[config.mk]
export PLATFORM = sky130hd
export DESIGN_NAME = serial_nibble_loader
export DESIGN_NICKNAME = d
export VERILOG_FILES = /design/src/rtl/loader_pkg.sv /design/src/rtl/shift_in_4.sv /design/src/rtl/serial_nibble_loader.sv
export SDC_FILE = /design/constraint.sdc
export NUM_CORES = 1
export LEC_CHECK = 0
export CELL_PAD_IN_SITES_DETAIL_PLACEMENT = 1
export CELL_PAD_IN_SITES_GLOBAL_PLACEMENT = 1
export CORE_AREA = 2 2 48 50
export CTS_BUF_LIST = sky130_fd_sc_hd__clkbuf_16
export CTS_CLUSTER_SIZE = 8
export DETAILED_ROUTE_END_ITERATION = 8
export DIE_AREA = 0 0 50 52
export MAX_ROUTING_LAYER = met4
export PLACE_DENSITY_LB_ADDON = 0.1
export SETUP_SLACK_MARGIN = 0.05
export SLEW_MARGIN = 30
export SYNTH_ARGS = -nofsm -noshare
export SYNTH_HDL_FRONTEND = slang
export SYNTH_SLANG_ARGS = --single-unit
[constraint.sdc]
create_clock -name i_clk -period 1.7 [get_ports i_clk]
set_input_delay 0.34 -clock i_clk [delete_from_list [all_inputs] [get_ports i_clk]]
set_output_delay 0.34 -clock i_clk [all_outputs]
set_load 0.01 [all_outputs]
[src/rtl/loader_pkg.sv]
// Shared types and constants for the serial nibble loader.
// Holds the FSM state encoding, the nibble width and the parity helper.
package loader_pkg;

    localparam int NIBBLE_W = 4;

    typedef enum logic [1:0] {
        IDLE   = 2'd0,
        SHIFT  = 2'd1,
        PARITY = 2'd2,
        LOAD   = 2'd3
    } state_t;

    // True when the nibble and its parity bit carry an even number of ones.
    function automatic logic even_parity_ok(input logic [NIBBLE_W-1:0] nib,
                                            input logic                p);
        return ~(^{nib, p});
    endfunction

endpackage

[src/rtl/shift_in_4.sv]
// Serial-to-parallel register: the first bit shifted in ends up in bit 0
// after four enabled edges. The clear input has priority over the enable.
module shift_in_4
    import loader_pkg::*;
(
    input  logic                i_clk,
    input  logic                i_rst,
    input  logic                i_clr,
    input  logic                i_en,
    input  logic                i_bit,
    output logic [NIBBLE_W-1:0] o_q
);

    always_ff @(posedge i_clk or posedge i_rst) begin
        if (i_rst) begin
            o_q <= '0;
        end else if (i_clr) begin
            o_q <= '0;
        end else if (i_en) begin
            o_q <= {i_bit, o_q[NIBBLE_W-1:1]};
        end
    end

endmodule

[src/rtl/serial_nibble_loader.sv]
// Collects a 4-bit LSB-first serial frame with optional even parity and
// emits a one-cycle load strobe for a downstream enabled register.
module serial_nibble_loader
    import loader_pkg::*;
#(
    parameter int PARITY_EN = 1
) (
    input  logic                i_clk,
    input  logic                i_rst,
    input  logic                i_start,
    input  logic                i_valid,
    input  logic                i_bit,
    output logic [NIBBLE_W-1:0] o_d,
    output logic                o_en,
    output logic                o_busy,
    output logic                o_err
);

    state_t     state;
    state_t     state_nx;
    logic [1:0] cnt;
    logic [1:0] cnt_nx;
    logic       err_nx;
    logic       clr;
    logic       shift_en;

    shift_in_4 u_shift (
        .i_clk (i_clk),
        .i_rst (i_rst),
        .i_clr (clr),
        .i_en  (shift_en),
        .i_bit (i_bit),
        .o_q   (o_d)
    );

    always_ff @(posedge i_clk or posedge i_rst) begin
        if (i_rst) begin
            state <= IDLE;
            cnt   <= 2'd0;
            o_err <= 1'b0;
        end else begin
            state <= state_nx;
            cnt   <= cnt_nx;
            o_err <= err_nx;
        end
    end

    // A start seen in IDLE, SHIFT or PARITY (re)opens a frame; any
    // i_valid on that same edge is deliberately dropped.
    always_comb begin
        state_nx = state;
        cnt_nx   = cnt;
        err_nx   = o_err;
        clr      = 1'b0;
        shift_en = 1'b0;
        case (state)
            IDLE: begin
                if (i_start) begin
                    state_nx = SHIFT;
                    cnt_nx   = 2'd0;
                    clr      = 1'b1;
                    err_nx   = 1'b0;
                end
            end
            SHIFT: begin
                if (i_start) begin
                    state_nx = SHIFT;
                    cnt_nx   = 2'd0;
                    clr      = 1'b1;
                    err_nx   = 1'b0;
                end else if (i_valid) begin
                    shift_en = 1'b1;
                    cnt_nx   = cnt + 2'd1;
                    if (cnt == 2'd3) begin
                        state_nx = (PARITY_EN != 0) ? PARITY : LOAD;
                    end
                end
            end
            PARITY: begin
                if (i_start) begin
                    state_nx = SHIFT;
                    cnt_nx   = 2'd0;
                    clr      = 1'b1;
                    err_nx   = 1'b0;
                end else if (i_valid) begin
                    if (even_parity_ok(o_d, i_bit)) begin
                        state_nx = LOAD;
                    end else begin
                        state_nx = IDLE;
                        err_nx   = 1'b1;
                    end
                end
            end
            LOAD: begin
                state_nx = IDLE;
            end
            default: begin
                state_nx = IDLE;
            end
        endcase
    end

    assign o_en   = (state == LOAD);
    assign o_busy = (state == SHIFT) || (state == PARITY);

endmodule
### Yosys cells after proc, flatten, opt, wreduce, memory -nomap -nowiden

Index checks and enable logic that the tools add are counted.

| cells by class | value |
|---|---|
| $add $sub $neg | 1 |
| reduce and logical (&&, ||, !) cells | 12 |
| muxes and demuxes | 24 |
| eq/ne operators | 11 |

Operator list:

| operator | count |
|---|---|
| 2-bit 2-to-1 mux | 10 |
| 3-bit inequality test (second input constant) | 4 |
| 1-bit 2-to-1 mux | 9 |
| 4-bit 2-to-1 mux | 2 |
| 2-bit one-hot mux with 4 select lines | 1 |
| 4-bit AND reduction | 2 |
| 2-bit == test (second input constant) | 3 |
| 2-bit nonzero test | 3 |
| 5-bit XOR reduction | 1 |
| 2-bit by 1-bit inequality test with 1-bit output (second input constant) | 2 |
| 2-bit one-hot mux with 2 select lines | 1 |
| 2-bit OR reduction | 2 |
| 3-bit AND reduction | 1 |
| 3-bit OR reduction | 1 |
| 2-bit by 1-bit adder with 2-bit output (second input constant) | 1 |
| 2-bit by 1-bit == test with 1-bit output (second input constant) | 1 |
| 2-bit logical NOT | 1 |
| 2-bit inequality test (second input constant) | 1 |
| 1-bit one-hot mux with 2 select lines | 1 |
| 1-bit logical OR | 1 |

| word-level totals | value |
|---|---|
| word-level logic and storage cells | 52 |
| output and inout port bits | 7 |
| flip-flop bits (word level) | 9 |

### Longest topological paths before layout

| logic depth | value |
|---|---|
| depth after elaboration | 5 |
| mapped depth | 6 |

### Modules after synthesis

A second synthesis with hierarchy kept.

| second synthesis, totals | value |
|---|---|
| cell total of the unflattened synthesis | 61 |
| area total of the unflattened synthesis | 598.1 um^2 |

Modules (own cells, without submodules):

| module | area each (um^2) | cells an instance | instances |
|---|---|---|---|
| serial_nibble_loader | 434.2 | 47 | 1 |
| shift_in_4 | 163.9 | 14 | 1 |

### Worst setup path after synthesis

OpenSTA, ideal clock, no wires.

| timing path | value |
|---|---|
| path type | register to register |
| from | reg state[1] |
| to | reg cnt[0] |
| slack | 0.156 ns |
| required time | 1.575 ns |
| stages on the path, launching flop included | 6 |
| arrival | 1.420 ns |
| cell sequence | dfrtp_1 -> inv_1 -> ha_1 -> a21oi_1 -> a2bb2oi_1 -> mux2_2 |

| between the ends | value |
|---|---|
| longest elaborated chain between the ends | 4 |
| elaborated cells between the ends (all ways) | 9 |
| those cells by class | 4 x eq/ne; 1 x mux; 4 x reduce/logical |

Ends and longest elaborated chain:

| element | line | text |
|---|---|---|
| from (decl) | serial_nibble_loader.sv:19 | `state_t state;` |
| from (signal assigned) | serial_nibble_loader.sv:42 | `state <= state_nx;` |
| 2-bit == test / 2-bit logical NOT (equally long branches) | serial_nibble_loader.sv:56 | `case (state)` |
| 2-bit OR reduction (no line) | - |  |
| 2-bit by 1-bit inequality test with 1-bit output (no line) / 2-bit nonzero test (equally long branches) | - |  |
| 3-bit AND reduction (no line) | - |  |
| to (signal assigned) | serial_nibble_loader.sv:43 | `cnt <= cnt_nx;` |
| to (decl) | serial_nibble_loader.sv:21 | `logic [1:0] cnt;` |

Parallel ways exist; a longest one is shown, timed or not.
A chain may end at the register's enable or synchronous reset.

### Worst setup path in the final report

| timing path | value |
|---|---|
| from | reg state[1] |
| to | out o_en |

| between the ends | value |
|---|---|
| longest elaborated chain between the ends | 1 |

Ends and longest elaborated chain:

| element | line | text |
|---|---|---|
| 2-bit == test | serial_nibble_loader.sv:103 | `assign o_en = (state == LOAD);` |
| to (decl) | serial_nibble_loader.sv:14 | `output logic o_en,` |

Every way passes these cells.

==> qor.yml <==
status:
  outcome: "finished, final reports clean"
route:
  routed-wl-met2_um: 865
  routed_wl_mm: 1.695
  drcViolationCount: 0
  num_vias: 550
  route.met3.wl_um: 59
  drtAntennaViolNets: 0
  via_per_inst: 4.825
  dr.pass1.iters: 2
  wl_per_cell_um: 14.87
  m1WireLength_um: 762
  top_layer_used: "met4"
  drt_iter0_drc: 1
clock_tree:
  cts.clk_slew.worst_paths_ps: 40
  cts_tree: "done"
  ctsHoldBuffers: 0
  cts_buffers: 3
  cts_htree_levels: 1
  cts_sinks: 9
  root_buffer: "clkbuf_16"
  cts_buffer_depth: 2
  clk_latency_ps: 230
critical_path:
  cp_max_fo: 4
  crit_path_max_incr_delay_ps: 400
  crit_path_end_kind: "output port"
  crit_type: "reg -> out"
  critPathBufInv: 2
  crit_chain: "buf_4 -> ha_2 -> dlygate4sd2_1"
  regToRegSetupSlack_ps: 110
  cp.arrival_ps: 1250
  start_kind: "register"
  path_delay_family: "buffers and inverters"
  crit_path_top_delay_cell: "dfrtp_1"
  regToRegEndpoint: "cnt[0]$_DFFE_PP0P_"
  worstPathRequired_ps: 1360
  reg2reg_depth: 4
  r2r-start: "state[0]$_DFFE_PP0P_"
yosys:
  ys_types: 26
  syn_inst: 61
  synth_seq_area_share_pct: 37.34
  ys_warn_count: 0
  ys_seq_elements: 9
  syn_area_per_cell_um2: 9.887
  syn-num-nets: 71
  netlist_area_um2: 603.1
grt:
  grt_max_degree: 12
  grt_pass1_vias: 550
  track_usage_pct: 15.19
  grt_antenna_before_repair: 0
  grt_overflow: 0
  grt_pass1_wl_mm: 2.794
floorplanning:
  start_util_pct: 28.64
  die_h_um: 52
  dieArea_um2: 2600
  io_pins: 12
  die_w_um: 50
  row_count: 17
  core_um2: 2106
sta:
  drv_slew: 0
  relSlewSlack_pct: 75.92
  hold_violations: 0
  timing.fmax_mhz: 627.2
  skew_ps: 1.831
  rsz0062_at_grt: "no"
  setup_viol: 0
  setup_ws_ps: 105.6
  post-route-period-util_pct: 93.79
  period_minus_slack_ps: 1594
  worst_pin_slew_ps: 360.7
  fin_setup_tns_ps: 0
power:
  vdd_drop_max_uv: 691.0
  p_leak_nw: 0.4296
  power.density_nw_per_um2: 1588
finish:
  drive_gt1_share_pct: 24.42
  antenna_cells: 0
  final_cells: 114
  layout.nets: 97
  syn_to_final_growth_pct: 51.24
job:
  maxCapViolations: 0
place:
  io_buffers: 11
  place_ws_ps: -72.86
  place_congestion: 0.7360
  hpwlAfterDp_mm: 1.162
  dp.cells: 107
worst_hold_path:
  hp-class: "in -> async"
[power breakdown]
part	switching (mW)	leakage (nW)	total [mW]	internal, mW
clock network	0.0990	0.0423	0.406	0.307
logic	0.347	0.268	0.714	0.367
registers	0.0579	0.120	0.328	0.270
[per-stage QoR]
stage | area, um^2 | hold slack [ps] | total power, mW | util, %
floorplan | 603.1 | 167.9 | 0.7176 | -
global placement | 804.5 | 475.6 | 0.9741 | 38.21
detailed placement | 804.5 | 503.9 | 0.9860 | 38.21
global route | 912.1 | 421.4 | 1.560 | 43.32
finish | 912.1 | 378.7 | 1.448 | 43.32
CTS | 892.1 | 394.6 | 1.402 | 42.36
[placed cells by master, fill, tap and decap left out, types with 2 or more instances in the layout]
cell type        instances
buf_4                   11
inv_1                    9
clkdlybuf4s50_1          9
dfrtp_1                  8
a21oi_1                  5
ha_1                     4
mux2i_1                  3
nand3_1                  3
nand2_1                  3
nor2_1                   3
clkbuf_16                3
a22o_1                   2
o21ai_2                  2
a31oi_1                  2
o21ai_0                  2
[metal layers]
| metal | vias to the layer above | GRT usage [%] |
|---|---|---|
| met5 | - | - |
| met2 | 11 | 25.88 |
| met4 | 0 | 2.778 |
| met1 | 270 | 18.04 |
| li1 | 267 | - |
| met3 | 2 | 4.310 |
[cells by family (layout without fill, tap and decap cells)]
group           count (synthesis)  after routing  share of synthesized area, %
compound gates                 17             17                         19.29
simple gates                   13             13                         10.79
flops                           9              9                         37.35
buf+inv                         9             34                         5.601
fa+ha+maj                       5              5                         10.37
mux                             5              5                         8.714
xor+xnor                        3              3                         7.885
[flip-flops by register name, summed over array words and instances (netlist names)]
signal	cells
cnt	2
u_shift.o_q	4
state	2
o_err	1
[worst max path at each step]
stage / start / endpoint / slack [ps] / cells after the start
5_1_grt: state[1]$_DFFE_PP0P_ / cnt[0]$_DFFE_PP0P_ / 20 / 5
2_1_floorplan: state[1]$_DFFE_PP0P_ / cnt[0]$_DFFE_PP0P_ / 160 / 5
3_3_place_gp: i_valid / cnt[0]$_DFFE_PP0P_ / -50 / 5
4_1_cts: state[0]$_DFFE_PP0P_ / o_busy / 70 / 3
3_5_place_dp: i_valid / cnt[0]$_DFFE_PP0P_ / -70 / 5
6_report: state[1]$_DFFE_PP0P_ / o_en / 110 / 3
[final cells by class]
cell class | instances | area [um^2]
Tap cell | 28 | 35.03
Clock inverter | 1 | 3.754
Inverter | 8 | 30.03
Sequential cell | 9 | 226.5
Timing Repair Buffer | 22 | 191.4
Multi-Input combinational cell | 43 | 350.3
Clock buffer | 3 | 75.07
Fill cell | 230 | 1194
[worst reg2reg max path, stage by stage (launching register included)]
cell	delay, ps
dfrtp_2	440
ha_1	240
a21oi_1	180
a2bb2oi_1	260
mux2_2	360
[cell usage after synthesis]
library cell,count,area (um^2)
dfrtp_1,9,225.2
inv_1,8,30.03
a21oi_1,5,25.02
ha_1,5,62.56
mux2i_1,3,30.03
nand2_1,3,11.26
nand3_1,3,15.01
nor2_1,3,11.26
o21ai_0,3,15.01
a22o_1,2,17.52
a31oi_1,2,12.51
a211oi_1,1,7.510
a211oi_2,1,12.51
a2bb2oi_1,1,8.760
clkbuf_1,1,3.750
mux2_1,1,11.26
mux2_2,1,11.26
nand2b_1,1,6.260
nor2b_1,1,6.260
nor4_1,1,6.260
nor4b_1,1,8.760
o21ai_2,1,8.760
o31a_1,1,8.760
xnor2_1,1,8.760
xnor2_2,1,16.27
xnor3_1,1,22.52
[repair_timing]
item,in CTS,in global routing
resized for setup,4,3
endpoints found under the hold margin,0,0
pin swaps,0,0
endpoints found under the setup margin,4,3
gates cloned,0,0
buffers inserted,1,2
Power figures use the tool's default switching activity.
